`src/rtl/pingpong_match_ctrl.sv`:
```
// Ping-pong match sequencer: ball position, step timer, hit/miss/fault
// arbitration and scoring. Optional macro PINGPONG_SPEEDUP_EN adds a rally speed-up.
module pingpong_match_ctrl #(
    parameter int CLK_HZ     = 50_000_000,
    parameter int WIN_SCORE  = 9,
    parameter int HOLD_STEPS = 2
) (
    input  logic       clk,
    input  logic       reset,
    input  logic       p1,
    input  logic       p2,
    input  logic [1:0] speed_sel,
    output logic [7:0] led,
    output logic [3:0] score1,
    output logic [3:0] score2,
    output logic [1:0] winner,
    output logic       serve_turn,
    output logic [2:0] state
);

    typedef enum logic [2:0] {
        S_SERVE = 3'd0,
        S_TO_P2 = 3'd1,
        S_TO_P1 = 3'd2,
        S_POINT = 3'd3,
        S_OVER  = 3'd4
    } st_t;

    localparam int CW = $clog2(CLK_HZ + 1);
    localparam int HW = (HOLD_STEPS > 1) ? $clog2(HOLD_STEPS) : 1;

    localparam logic [3:0]    WIN       = 4'(WIN_SCORE);
    localparam logic [HW-1:0] HOLD_LAST = HW'(HOLD_STEPS - 1);

    // Step periods per rate, all fixed at elaboration
    localparam logic [CW-1:0] PER1 = CW'(CLK_HZ / 1);
    localparam logic [CW-1:0] PER2 = CW'(CLK_HZ / 2);
    localparam logic [CW-1:0] PER3 = CW'(CLK_HZ / 3);
`ifdef PINGPONG_SPEEDUP_EN
    localparam logic [CW-1:0] PER4 = CW'(CLK_HZ / 4);
    localparam logic [CW-1:0] PER5 = CW'(CLK_HZ / 5);
    localparam logic [CW-1:0] PER6 = CW'(CLK_HZ / 6);
`endif

    function automatic logic [CW-1:0] per_of(input logic [2:0] r);
        case (r)
            3'd2:    per_of = PER2;
            3'd3:    per_of = PER3;
`ifdef PINGPONG_SPEEDUP_EN
            3'd4:    per_of = PER4;
            3'd5:    per_of = PER5;
            3'd6:    per_of = PER6;
`endif
            default: per_of = PER1;
        endcase
    endfunction

    function automatic logic [3:0] sat_inc(input logic [3:0] s);
        sat_inc = (s >= WIN) ? s : s + 4'd1;
    endfunction

    st_t           state_q, state_n;
    logic [7:0]    led_q, led_n;
    logic [3:0]    s1_q, s1_n;
    logic [3:0]    s2_q, s2_n;
    logic [1:0]    win_q, win_n;
    logic          srv_q, srv_n;
    logic [HW-1:0] hold_q, hold_n;

    logic          p1_q, p2_q;
    logic          pr1_q, pr2_q;

    logic [CW-1:0] cnt_q, per_q;
    logic          tick;
    logic          tmr_clr;
    logic [2:0]    base_rate;
    logic [2:0]    rate;

    logic          pt1, pt2;

    // Button edge detect, registered once more so the FSM sees a clean pulse
    always_ff @(posedge clk) begin
        if (reset) begin
            p1_q  <= 1'b0;
            p2_q  <= 1'b0;
            pr1_q <= 1'b0;
            pr2_q <= 1'b0;
        end else begin
            p1_q  <= p1;
            p2_q  <= p2;
            pr1_q <= p1 & ~p1_q;
            pr2_q <= p2 & ~p2_q;
        end
    end

    assign tick = (cnt_q == per_q - CW'(1));

    assign tmr_clr = (state_n != state_q) &&
                     (state_n inside {S_TO_P1, S_TO_P2, S_POINT});

    always_comb begin
        base_rate = 3'd1;
        if (speed_sel[1]) begin
            base_rate = speed_sel[0] ? 3'd3 : 3'd2;
        end
    end

`ifdef PINGPONG_SPEEDUP_EN
    logic [3:0] hits_q, hits_n;
    logic       hit;

    assign hit = (state_q == S_TO_P2 && state_n == S_TO_P1) ||
                 (state_q == S_TO_P1 && state_n == S_TO_P2);

    // Rally hit count: cleared per serve, saturating at 12
    always_comb begin
        hits_n = hits_q;
        if (state_n == S_SERVE && state_q != S_SERVE) begin
            hits_n = 4'd0;
        end else if (hit && hits_q < 4'd12) begin
            hits_n = hits_q + 4'd1;
        end
    end

    // Hit counter register
    always_ff @(posedge clk) begin
        if (reset) begin
            hits_q <= 4'd0;
        end else begin
            hits_q <= hits_n;
        end
    end

    assign rate = base_rate + {1'b0, hits_n[3:2]};
`else
    assign rate = base_rate;
`endif

    // Step timer: period latched at each reload, restarted on rally/point entry
    always_ff @(posedge clk) begin
        if (reset) begin
            cnt_q <= '0;
            per_q <= PER1;
        end else if (tmr_clr || tick) begin
            cnt_q <= '0;
            per_q <= per_of(rate);
        end else begin
            cnt_q <= cnt_q + CW'(1);
        end
    end

    // Match state and registered outputs
    always_ff @(posedge clk) begin
        if (reset) begin
            state_q <= S_SERVE;
            led_q   <= 8'h80;
            s1_q    <= 4'd0;
            s2_q    <= 4'd0;
            win_q   <= 2'b00;
            srv_q   <= 1'b0;
            hold_q  <= '0;
        end else begin
            state_q <= state_n;
            led_q   <= led_n;
            s1_q    <= s1_n;
            s2_q    <= s2_n;
            win_q   <= win_n;
            srv_q   <= srv_n;
            hold_q  <= hold_n;
        end
    end

    // Next state: serve, ball flight, hit/miss/fault, point hold, game over
    always_comb begin
        state_n = state_q;
        led_n   = led_q;
        s1_n    = s1_q;
        s2_n    = s2_q;
        win_n   = win_q;
        srv_n   = srv_q;
        hold_n  = hold_q;
        pt1     = 1'b0;
        pt2     = 1'b0;

        unique case (state_q)
            S_SERVE: begin
                if (!srv_q && pr1_q) begin
                    state_n = S_TO_P2;
                end else if (srv_q && pr2_q) begin
                    state_n = S_TO_P1;
                end
            end
            S_TO_P2: begin
                if (pr2_q) begin
                    if (led_q[0]) begin
                        state_n = S_TO_P1;
                    end else begin
                        pt1 = 1'b1;
                    end
                end else if (tick) begin
                    if (led_q[0]) begin
                        pt1 = 1'b1;
                    end else begin
                        led_n = led_q >> 1;
                    end
                end
            end
            S_TO_P1: begin
                if (pr1_q) begin
                    if (led_q[7]) begin
                        state_n = S_TO_P2;
                    end else begin
                        pt2 = 1'b1;
                    end
                end else if (tick) begin
                    if (led_q[7]) begin
                        pt2 = 1'b1;
                    end else begin
                        led_n = led_q << 1;
                    end
                end
            end
            S_POINT: begin
                led_n = 8'hFF;
                if (tick) begin
                    if (hold_q == HOLD_LAST) begin
                        if (s1_q == WIN) begin
                            state_n = S_OVER;
                            win_n   = 2'b01;
                            led_n   = 8'hF0;
                        end else if (s2_q == WIN) begin
                            state_n = S_OVER;
                            win_n   = 2'b10;
                            led_n   = 8'h0F;
                        end else begin
                            state_n = S_SERVE;
                            srv_n   = ~srv_q;
                            led_n   = srv_q ? 8'h80 : 8'h01;
                        end
                    end else begin
                        hold_n = hold_q + HW'(1);
                    end
                end
            end
            S_OVER: begin
                state_n = S_OVER;
            end
            default: begin
                state_n = S_SERVE;
                led_n   = 8'h80;
            end
        endcase

        if (pt1) begin
            s1_n = sat_inc(s1_q);
        end
        if (pt2) begin
            s2_n = sat_inc(s2_q);
        end
        if (pt1 || pt2) begin
            state_n = S_POINT;
            led_n   = 8'hFF;
            hold_n  = '0;
        end
    end

    assign led        = led_q;
    assign score1     = s1_q;
    assign score2     = s2_q;
    assign winner     = win_q;
    assign serve_turn = srv_q;
    assign state      = state_q;

endmodule

```
`config.mk`:
```
export PLATFORM = sky130hd
export DESIGN_NAME = pingpong_match_ctrl
export DESIGN_NICKNAME = d
export VERILOG_FILES = /design/src/rtl/pingpong_match_ctrl.sv
export SDC_FILE = /design/constraint.sdc
export NUM_CORES = 1
export LEC_CHECK = 0
export ABC_AREA = 1
export CAP_MARGIN = 25
export CORE_MARGIN = 2
export CORE_UTILIZATION = 42
export DETAILED_ROUTE_END_ITERATION = 8
export PLACE_DENSITY = 0.57
export SLEW_MARGIN = 0
export SYNTH_ARGS = -nofsm -noshare
export SYNTH_HDL_FRONTEND = slang
export SYNTH_SLANG_ARGS = --single-unit
```
`constraint.sdc`:
```
create_clock -name clk -period 2.83 [get_ports clk]
set_clock_uncertainty 0.1 [all_clocks]
set_input_delay 0.849 -clock clk [delete_from_list [all_inputs] [get_ports clk]]
set_output_delay 0.849 -clock clk [all_outputs]
set_load 0.03 [all_outputs]
```
# After elaboration in Yosys (flattened, before gate mapping)
# Cells that the tools add are included.
[word_totals] ff_bits=79 in_bits=6 out_inout_bits=22 word_cells=118
[op_classes] add_sub_neg=5 order_cmp=2 eq_ne=25 mux=41 n_bitwise=10 reduce_logical=20
[ops] op="$mux 8" n=11
[ops] op="$pmux 26 s2" n=1
[ops] op="$mux 3" n=11
[ops] op="$pmux 8 s4" n=1
[ops] op="$add 26x1->26 const B" n=1
[ops] op="$eq 26x26->1" n=1
[ops] op="$sub 26x1->26 const B" n=1
[ops] op="$eq 3x2->1 const B" n=6
[ops] op="$ne 3x3->1 const B" n=6
[ops] op="$pmux 3 s5" n=1
[ops] op="$mux 1" n=12
[ops] op="$reduce_and 6->1" n=2
[ops] op="$ne 2x2->1 const B" n=5
[ops] op="$add 4x1->4 const B" n=2
[ops] op="$eq 4x4->1 const B" n=2
[ops] op="$ge 4x4->1 const B" n=2
[ops] op="$not 1->1" n=8
[ops] op="$mux 7" n=1
[ops] op="$reduce_and 7->1" n=1
[ops] op="$eq 3x1->1 const B" n=2
[ops] op="$mux 2" n=3
[ops] op="$reduce_and 2->1" n=3
[ops] op="$reduce_or 2->1" n=3
[ops] op="$reduce_and 5->1" n=1
[ops] op="other kinds (12)" n=16

# Logic depth before layout (Yosys ltp)
# Gate-level depths: netlist of run 1.
[depth] ltp_word=12 mapped_depth=23 mapped_depth_nobuf=22

# Worst setup path before layout of run 1
# Ideal clock, no wire load.
[synth_timing] path_type="register -> register" from="register per_q[24]" to="register cnt_q[6]" setup_time_ns=0.062 arrival_time_ns=2.454 required_ns=2.668 setup_slack_ns=0.214 stages_incl_launch_ff=18 path_buffers=2 synth_period_minus_slack_ns=2.616 cell_sequence="dfxtp_1 -> inv_2 -> ha_1 -> xor2_1 -> nand2_1 -> nor2_1 -> nand2_1 -> nor2_4 -> nand3_2 -> a21oi_4 -> nand3_1 -> nand2_1 -> nand2_1 -> o21ai_4 -> nand3_2 -> buf_6 -> buf_12 -> nor2_2"
[synth_between] elab_chain_len=12 word_cells_on_any_way=20 cone_classes="add/sub (1); eq/ne (5); mux (9); reduce/logical (5)"
[synth_lines] item="start, declared" line_no="73" source="logic [CW-1:0] cnt_q, per_q;"
[synth_lines] item="start signal, assigned" line_no="146" source="per_q <= per_of(rate);"
[synth_lines] item="$sub 26x1->26 *" line_no="96" source="assign tick = (cnt_q == per_q - CW'(1));"
[synth_lines] item="$eq 26x26->1 *" line_no="96"
[synth_lines] item="$mux 1 (on tied branches)" line_no="200, 215"
[synth_lines] item="$mux 1 (on tied branches)" line_no="194, 209"
[synth_lines] item="$mux 1" line_no="185" source="unique case (state_q)"
[synth_lines] item="$logic_or 1x1->1" line_no="260" source="if (pt1 || pt2) begin"
[synth_lines] item="$mux 3" line_no="260"
[synth_lines] item="$eq 3x2->1 / $eq 3x1->1 (equally long branches)" line_no="99" source="(state_n inside {S_TO_P1, S_TO_P2, S_POINT});"
[synth_lines] item="$reduce_bool 3->1" line_no="99"
[synth_lines] item="$logic_and 1x1->1" line_no="98" source="assign tmr_clr = (state_n != state_q) &&"
[synth_lines] item="$logic_or 1x1->1 *" line_no="144" source="end else if (tmr_clr || tick) begin"
[synth_lines] item="$reduce_or 2->1 (no source line) *"
[synth_lines] item="end signal, assigned" line_no="148" source="cnt_q <= cnt_q + CW'(1);"
[synth_lines] item="end, declared" line_no="73"
# Mark *: on every way between the ends. The rest lies on a longest branch, timed or not.
# A chain may end at the register's enable or synchronous reset.

# Worst setup path in the final report of run 1
[layout_timing] from="register per_q[5]" to="register cnt_q[21]"
# The elaborated chain is that of the path after synthesis.

==> flow_summary_export.csv, run 1 <==
group,metric,value,unit
status,outcome,"completed",
global_route,grt_overflow,0,
cts,hold_buffers,0,
timing,hold-worst-slack,0.2901,ns
cells_and_area,multiInputGateArea,1961,sq um
timing,fmax,371.2,MHz
worst_setup_path,path_cells,"inv_4 -> ha_4 -> xor2_2 -> nand2_1 -> nor2_1 -> nand2_1 -> nor2_4 -> nand3_1 -> nand2_1 -> nand2_4 -> nand2_2 -> inv_2 -> nand3_2 -> nand2_2 -> o21ai_4 -> nand3_4 -> clkbuf_16 -> buf_4 -> nor2_4",
worst_setup_path,worstSetupPathType,"register to register",
pwr,ir_drop,0.0004497,V
placement,port_buffers,27,
global_route,grt_pass1_wl,14890,um
worst_setup_path,r2r-start,"per_q[5]",
detailed_routing,drc,0,
detailed_routing,drt-total-wl,9194,um
pwr,p_leak,1.694,nW
global_route,grt_usage,21.51,%
placement,gp_congestion,0.8762,
placement,post-dp-hpwl,6500,um
global_route,grt_max_degree,19,
hold_path,hp-start,"p1_q",
detailed_routing,via_per_inst,5.097,
die,core,7767,sq um
die,initial_core_util,43.70,%
die,die_h,93.90,um
worst_setup_path,cp_common_cell,"nand2_1",
cells_and_area,syn2layout_area_growth,27.90,%
worst_setup_path,r2r_cells,19,
detailed_routing,wire_per_inst,13.91,um
worst_setup_path,worstPathMaxFanout,5,
synthesis,synth-edff-count,0,
cells_and_area,num-fill-cells,770,
synthesis,synth_ff_type,"dfxtp_1",
synthesis,synth_top_cells_by_area,"dfxtp_1 (35%), nand2_1 (12%), inv_1 (8.3%)",
cts,cts_tree,"done",
placement,pre_cts_ws,0.1281,ns
worst_setup_path,cp-startpoint,"per_q[5]",
synthesis,avgSynthCellArea,6.830,sq um
die,die-width,93.90,um
synthesis,ys_seq_elements,59,
worst_setup_path,max_stage_delay,0.35,ns
cts,root_buffer,"clkbuf_8",
cts,path_clk_slew,0.07,ns
timing,final.period_utilization,95.19,%
die,dieArea,8817,sq um
detailed_routing,ant_nets,0,
die,num_rows,32,
die,num_io_pins,28,
global_route,antenna_found_initial,0,
detailed_routing,dr.pass1.iters,4,
synthesis,syn_inst,497,
timing,fin_ws,0.1361,ns
pwr,p_per_area,838.8,nW/um^2
global_route,grt_pass1_vias,3272,
timing,finalHoldViolCount,0,
worst_setup_path,critPathRequiredTime,3.02,ns
timing,finalSetupViolations,0,
worst_setup_path,cp-end-kind,"register",
timing,tightest_slew,0.5478,ns
timing,slew_viol_final,0,
timing,max_slew_margin,62.54,%
flow_run,cap_violations,0,
worst_setup_path,crit_arrival,2.88,ns
worst_setup_path,start_kind,"register",
cts,cts_buffers,9,
detailed_routing,num_vias,3369,
cells_and_area,fin_nets,569,
synthesis,synthTopCellsByCount,"nand2_1 (105), inv_1 (75), dfxtp_1 (59)",
synthesis,yosys_warnings,0,
synthesis,ys_seq_area_share,34.80,%
synthesis,synth_top_area_cell,"dfxtp_1",
cells_and_area,drive_gt1_share,16.99,%
cells_and_area,regArea,1187,sq um
cts,cts.sinks,59,
cts,clk_path_buf_depth,2,
synthesis,yosysUniqueCellTypes,39,
worst_setup_path,cp_slowest_cell,"dfxtp_2",
hold_path,hold_path_class,"register to register",
synthesis,ys_async_sr_fraction,0,%
synthesis,synth_area,3395,sq um
synthesis,synth_most_common_cell,"nand2_1",
synthesis,synth_top_area_share,34.80,%
cts,clk_latency,0.34,ns
cts,cts_max_level,3,
hold_path,worstHoldPathCells,1,
timing,fin_crit,2.694,ns
cells_and_area,antenna_cells,0,
detailed_routing,drt_iter0_drc,155,
synthesis,synth_nets,512,
[registers in the layout, summed over array words and instances (netlist names)]
name        flops
score2          4
score1          4
winner          2
led             8
p1_q            1
state           3
hold_q          1
serve_turn      1
p2_q            1
cnt_q          26
per_q           6
pr1_q           1
pr2_q           1
[layout make-up]
cell class,count,area share (%)
well taps,102,2.939
inverters,80,6.974
clock inverters,4,1.671
flip-flops and latches,59,27.35
clock buffers,12,3.573
repair buffers,55,12.33
multi-input cells,349,45.16
[critical path, delay by kind of cell, from the launching register on]
family	cells	cell delay (ns)
AND/OR/NAND/NOR	12	1.17
flip-flops	1	0.35
AO/OA/AOI/OAI	1	0.19
buffers and inverters	4	0.43
XOR/XNOR	1	0.16
adder cells (fa/ha/maj)	1	0.26
[placed cells by master (no fill, tap or decap), types with 10 or more instances in the layout]
cell type,n
clkdlybuf4s50_1,27
buf_4,23
nand4_1,10
clkbuf_8,11
o21ai_0,25
xor2_1,11
inv_1,75
a21oi_1,32
nand2_1,101
dfxtp_1,54
nand3_1,35
nor2_1,46
nor2_4,12
nor3_1,14
[power by group]
group	internal (W)	switching, W	total [W]
combinational	0.000716	0.000988	0.00170
clock	0.000543	0.000345	0.000888
sequential	0.000930	0.000120	0.00105
[final timing paths]
check              endpoint  slack, ns
setup / recovery  cnt_q[21]       0.14
hold / removal        pr1_q       0.29
setup reg to reg  cnt_q[21]       0.14
hold reg to reg       pr1_q       0.29
[repair_timing]
item                                   CTS  global route
endpoints found under the hold margin    0             0
setup buffers                            0             9
resized for setup                        0            31
setup endpoints to repair                0            34
[per-stage QoR]
stage | utilization [%] | setup TNS, ns | instance area (sq um) | total power, W | instances
after global routing | 55.90 | -0.6064 | 4342 | 0.003863 | 661
after CTS | 52.80 | 0 | 4101 | 0.003354 | 650
after detailed placement | 49.87 | 0 | 3874 | 0.002448 | 634
after floorplan | - | 0 | 3395 | 0.002041 | 497
final | 55.90 | 0 | 4342 | 0.003642 | 661
after global placement | 49.87 | 0 | 3874 | 0.002437 | 634
[cell families after synthesis]
| group | count (synthesis) | synth area share, % |
|---|---|---|
| AOI/OAI and AO/OA | 78 | 13.56 |
| and+or+nand+nor | 249 | 34.39 |
| adders and majority gates | 9 | 3.317 |
| xor gates and xnor gates | 13 | 3.354 |
| DFF | 59 | 34.80 |
| buffers and inverters | 89 | 10.58 |
[metal layers]
layer / routed length, um / part of all wire, % / track usage (%)
met2: 4794 / 52 / 39.40
met1: 3793 / 41 / 24.25
met3: 463 / 5.0 / 5.136
met4: 142 / 1.5 / 7.246
met5: 0 / 0 / 0
Note: power is estimated with default switching activity, not from simulation.
==> run 2: changes to the inputs <==
- CORE_MARGIN: 2 -> 5
==> run 2 against run 1 <==
Compared with the run above: die area grew 13%; worst setup slack gained 0.038 ns; critical path depth grew 1; design area shrank 1.2%; sequential share of layout area grew 0.29 points; via count shrank 0.39%; global-route usage shrank 3.4 points; combinational power shrank 5%.
==> flow_summary_export.csv, run 2 (synthesized netlist as in run 1, its figures left out) <==
group,metric,value,unit
global_route,antenna_found_initial,0,
cells_and_area,fin_nets,567,
global_route,grt_usage,18.12,%
pwr,p_per_area,813.6,nW/um^2
cts,cts_tree,"done",
detailed_routing,via_per_inst,5.093,
cells_and_area,drive_gt1_share,16.16,%
placement,port_buffers,27,
detailed_routing,ant_nets,0,
worst_setup_path,crit_arrival,2.85,ns
global_route,grt_pass1_vias,3277,
global_route,grt_overflow,0,
cells_and_area,final_common_cell,"nand2_1",
die,core,7807,sq um
pwr,ir_drop,0.0004946,V
detailed_routing,drt-total-wl,8718,um
placement,pre_cts_ws,0.08120,ns
cells_and_area,antenna_cells,0,
timing,hold-worst-slack,0.2906,ns
cells_and_area,largest_register,"cnt_q",
cts,clk_path_buf_depth,2,
die,die-width,99.90,um
timing,final.period_utilization,93.83,%
cts,root_buffer,"clkbuf_8",
worst_setup_path,cp-end-kind,"register",
placement,gp_congestion,0.9355,
worst_setup_path,critPathRequiredTime,3.02,ns
timing,fin_ws,0.1746,ns
cells_and_area,largest_reg_flops,26,
worst_setup_path,start_kind,"register",
placement,dp_cells,634,
timing,max_slew_margin,68.93,%
worst_setup_path,r2r_cells,20,
detailed_routing,wire_per_inst,13.23,um
cts,cts_buffers,9,
timing,finalSetupViolations,0,
cts,hold_buffers,0,
timing,finalHoldViolCount,0,
cts,cts.sinks,59,
cells_and_area,syn2layout_area_growth,26.43,%
timing,tightest_slew,0.4621,ns
detailed_routing,drc,0,
die,initial_core_util,43.48,%
cts,path_clk_slew,0.07,ns
timing,slew_viol_final,0,
detailed_routing,drt_iter0_drc,85,
worst_setup_path,worstSetupPathType,"register to register",
cells_and_area,instances_no_fill,659,
cells_and_area,final_cell_mix,"nand2_1 (99), inv_1 (75), dfxtp_1 (55), nor2_1 (48), nand3_1 (35)",
timing,fin_crit,2.655,ns
global_route,grt_pass1_wl,14620,um
detailed_routing,num_vias,3356,
hold_path,hold_path_class,"register to register",
cts,clk_latency,0.34,ns
flow_run,cap_violations,0,
timing,fmax,376.6,MHz
die,die_h,99.90,um
status,outcome,"completed",
pwr,p_leak,1.665,nW
cts,cts_max_level,3,
detailed_routing,dr.pass1.iters,4,
hold_path,worstHoldPathCells,1,
global_route,grt_max_degree,18,
die,num_io_pins,28,
die,dieArea,9980,sq um
die,num_rows,32,
worst_setup_path,worstPathMaxFanout,6,
placement,post-dp-hpwl,6449,um
-- run 2: cell count changes in the layout (fill, tap and decap cells not counted), moves of 2 or more --
cell	previous run	this run
buf_6	2	0
clkbuf_8	11	9
nand2_1	101	99
nor2_1	46	48
nor2_2	7	4
-- run 2: power breakdown --
part | switching [W] | internal [W] | leakage, nW
combinational | 0.000954 | 0.000662 | 1.08
sequential | 0.000111 | 0.000930 | 0.481
clock | 0.000342 | 0.000493 | 0.103
total | 0.00141 | 0.00209 | 1.67
-- run 2: routing by layer --
layer / share of wire, % / global-route usage (%)
met5: 0 / 0
met4: 2.3 / 8.298
met3: 4.2 / 5.212
met2: 48 / 30.73
met1: 46 / 21.04
-- run 2: per-stage QoR --
| stage | TNS, ns | instance area, sq um | utilization [%] | power, W |
|---|---|---|---|---|
| floorplan | 0 | 3395 | - | 0.002041 |
| global placement | 0 | 3886 | 49.78 | 0.002451 |
| detailed placement | 0 | 3886 | 49.78 | 0.002448 |
| CTS | 0 | 4095 | 52.45 | 0.003304 |
| global route | -0.07057 | 4292 | 54.97 | 0.003755 |
| finish | 0 | 4292 | 54.97 | 0.003492 |
-- run 2: layout make-up --
class	count	area [sq um]
fillers	772	3516
multi-input cells	349	1961
flip-flops and latches	59	1186
repair buffers	53	508.0
inverters	80	300.3
clock buffers	11	131.4
well taps	102	127.6
clock inverters	5	77.57
-- run 2: repair_timing --
action / in CTS / in global routing
resized for setup: 0 / 29
hold endpoints to repair: 0 / 0
setup endpoints to repair: 0 / 32
setup buffers: 0 / 8
-- run 2: worst paths after layout --
path	from	end	slack, ns
max	per_q[5]	cnt_q[20]	0.17
min	p2_q	pr2_q	0.29
max reg2reg	per_q[5]	cnt_q[20]	0.17
min reg2reg	p2_q	pr2_q	0.29
-- run 2: worst max-delay path: stages (launching register included) --
cell and delay (ns):
dfxtp_2 0.32, inv_2 0.09, ha_1 0.17, inv_1 0.04, nand2_1 0.07, nand2_1 0.05, nand2_1 0.06, nand2_1 0.07
inv_2 0.07, nand3_2 0.08, nor2_4 0.19, nand3_4 0.12, a21oi_2 0.17, nand3_1 0.11, nand2_1 0.09, nand2_2 0.07
o21ai_4 0.20, nand3_4 0.15, buf_12 0.17, buf_4 0.14, nor2_4 0.06
==> run 3: changes to the inputs <==
- CORE_UTILIZATION: 42 -> 35
- MAX_ROUTING_LAYER: unset -> met4
- PLACE_DENSITY: 0.57 -> 0.49
==> run 3 against run 2 <==
Compared with the run above: via count is 0.54% lower; design area up 1.5%; non-clock buffer count rose by 6; die area increased by 18%; wire length grew 4.6%; sequential cell count did not move; core utilization fell by 9.6 points; sequential power hardly changed; critical path type unchanged; highest routed layer unchanged.
==> flow_summary_export.csv, run 3 (synthesized netlist as in run 1, its figures left out) <==
group,metric,value,unit
detailed_routing,dr.pass1.iters,4,
cts,clk_latency,0.35,ns
worst_setup_path,worstSetupPathType,"register to register",
timing,fin_crit,2.732,ns
die,dieArea,11770,sq um
cells_and_area,final_cell_mix,"nand2_1 (98), inv_1 (75), dfxtp_1 (57), nor2_1 (48), nand3_1 (37)",
cells_and_area,largest_register,"cnt_q",
detailed_routing,via_per_inst,4.803,
cells_and_area,fin_nets,573,
pwr,ir_drop,0.0003178,V
timing,fin_ws,0.09805,ns
die,num_rows,36,
worst_setup_path,rrSetupSlack,0.1,ns
timing,rsz0062_at_grt,"true",
global_route,grt_pass1_wl,15100,um
cells_and_area,syn2layout_area_growth,28.35,%
timing,finalSetupViolations,0,
die,core,9594,sq um
placement,gp_congestion,0.8761,
detailed_routing,drt-total-wl,9121,um
placement,dp_cells,670,
cts,cts_tree,"done",
worst_setup_path,cp-end-kind,"register",
timing,finalHoldViolCount,0,
pwr,p_sw_share,41.31,%
cells_and_area,antenna_cells,0,
detailed_routing,num_vias,3338,
global_route,grt_usage,16.77,%
worst_setup_path,critPathRequiredTime,3.02,ns
pwr,internal_power,0.002010,W
worst_setup_path,worstPathMaxFanout,7,
detailed_routing,ant_nets,0,
detailed_routing,wire_per_inst,13.12,um
cts,cts.sinks,59,
global_route,grt_pass1_vias,3134,
detailed_routing,drt_iter0_drc,109,
die,num_io_pins,28,
pwr,seqPwrFrac,30.4,%
timing,tightest_slew,0.4345,ns
pwr,p_per_area,786.0,nW/um^2
die,die_h,108.5,um
placement,port_buffers,27,
timing,fmax,366.0,MHz
timing,hold-worst-slack,0.2909,ns
global_route,grt_overflow,0,
placement,post-dp-hpwl,6809,um
cells_and_area,utilization,45.41,%
cts,clk_path_buf_depth,2,
cells_and_area,largest_reg_flops,26,
status,outcome,"completed",
global_route,antenna_found_initial,0,
die,initial_core_util,35.38,%
cts,path_clk_slew,0.07,ns
detailed_routing,drc,0,
die,die-width,108.5,um
timing,slew_viol_final,0,
cells_and_area,finalInstanceArea,4357,sq um
worst_setup_path,start_kind,"register",
cells_and_area,instances_no_fill,695,
cts,root_buffer,"clkbuf_8",
worst_setup_path,crit_arrival,2.92,ns
pwr,p_leak,1.697,nW
hold_path,hold_path_class,"register to register",
flow_run,cap_violations,0,
placement,placed_cell_area,3963,sq um
cts,cts_buffers,9,
global_route,grt_max_degree,19,
placement,pre_cts_ws,0.04964,ns
pwr,p_switching,0.001414,W
pwr,pwr-share-clk,22.6,%
cts,cts_max_level,3,
timing,max_slew_margin,70.79,%
pwr,p_comb_share,47.0,%
cells_and_area,final_common_cell,"nand2_1",
cells_and_area,drive_gt1_share,16.90,%
timing,final.period_utilization,96.54,%
run 3: power groups by stage:
stage               combinational, W  clock (W)  sequential (W)
finish                       0.00161   0.000774         0.00104
global route                 0.00180   0.000843         0.00106
CTS                          0.00141   0.000802         0.00103
detailed placement           0.00140          0         0.00105
global placement             0.00142          0         0.00105
floorplan                   0.000924          0         0.00112
run 3: routing by layer:
layer	global-route usage (%)	routed length (um)	share of wire [%]	vias up
met3	2.687	360	3.9	15
met5	-	0	0	-
met1	21.00	4181	46	1517
li1	-	-	-	1728
met2	27.10	4390	48	78
met4	6.492	189	2.1	0
run 3: cell type report:
type / instances / area [sq um]
Timing Repair Buffer: 59 / 556.8
Tap cell: 133 / 166.4
Sequential cell: 59 / 1184
Fill cell: 1007 / 5238
Multi-Input combinational cell: 349 / 1956
Inverter: 80 / 302.8
Clock inverter: 5 / 53.80
Clock buffer: 10 / 137.6
run 3: critical path, cell delays in order (launching register included):
cell and delay (ns):
dfxtp_1 0.34, inv_2 0.06, ha_1 0.22, inv_1 0.06
nand2_1 0.06, nand3_1 0.09, nand2_1 0.06, inv_2 0.05
nand3_1 0.10, nor2_4 0.21, nand3_2 0.12, nand2_2 0.12
nand2_4 0.08, nand2_4 0.08, inv_2 0.05, nand3_1 0.08
nand2_2 0.07, o21ai_4 0.20, nand3_4 0.15, buf_12 0.17
buf_6 0.13, nor2_1 0.07
run 3: final timing paths:
path,start,end,cells after the start
max,per_q[5],cnt_q[16],21
max reg2reg,per_q[5],cnt_q[16],21
min reg2reg,p2_q,pr2_q,1
min,p2_q,pr2_q,1
run 3: stage by stage:
step	setup TNS (ns)	total power, W
3_3_place_gp	0	0.002469
6_report	0	0.003424
3_5_place_dp	0	0.002453
4_1_cts	0	0.003247
2_1_floorplan	0	0.002041
5_1_grt	-1.378	0.003694
run 3: timing repair:
action	CTS	global route
setup endpoints to repair	0	34
hold buffers	0	0
gates resized for setup	0	26
setup buffers	0	9
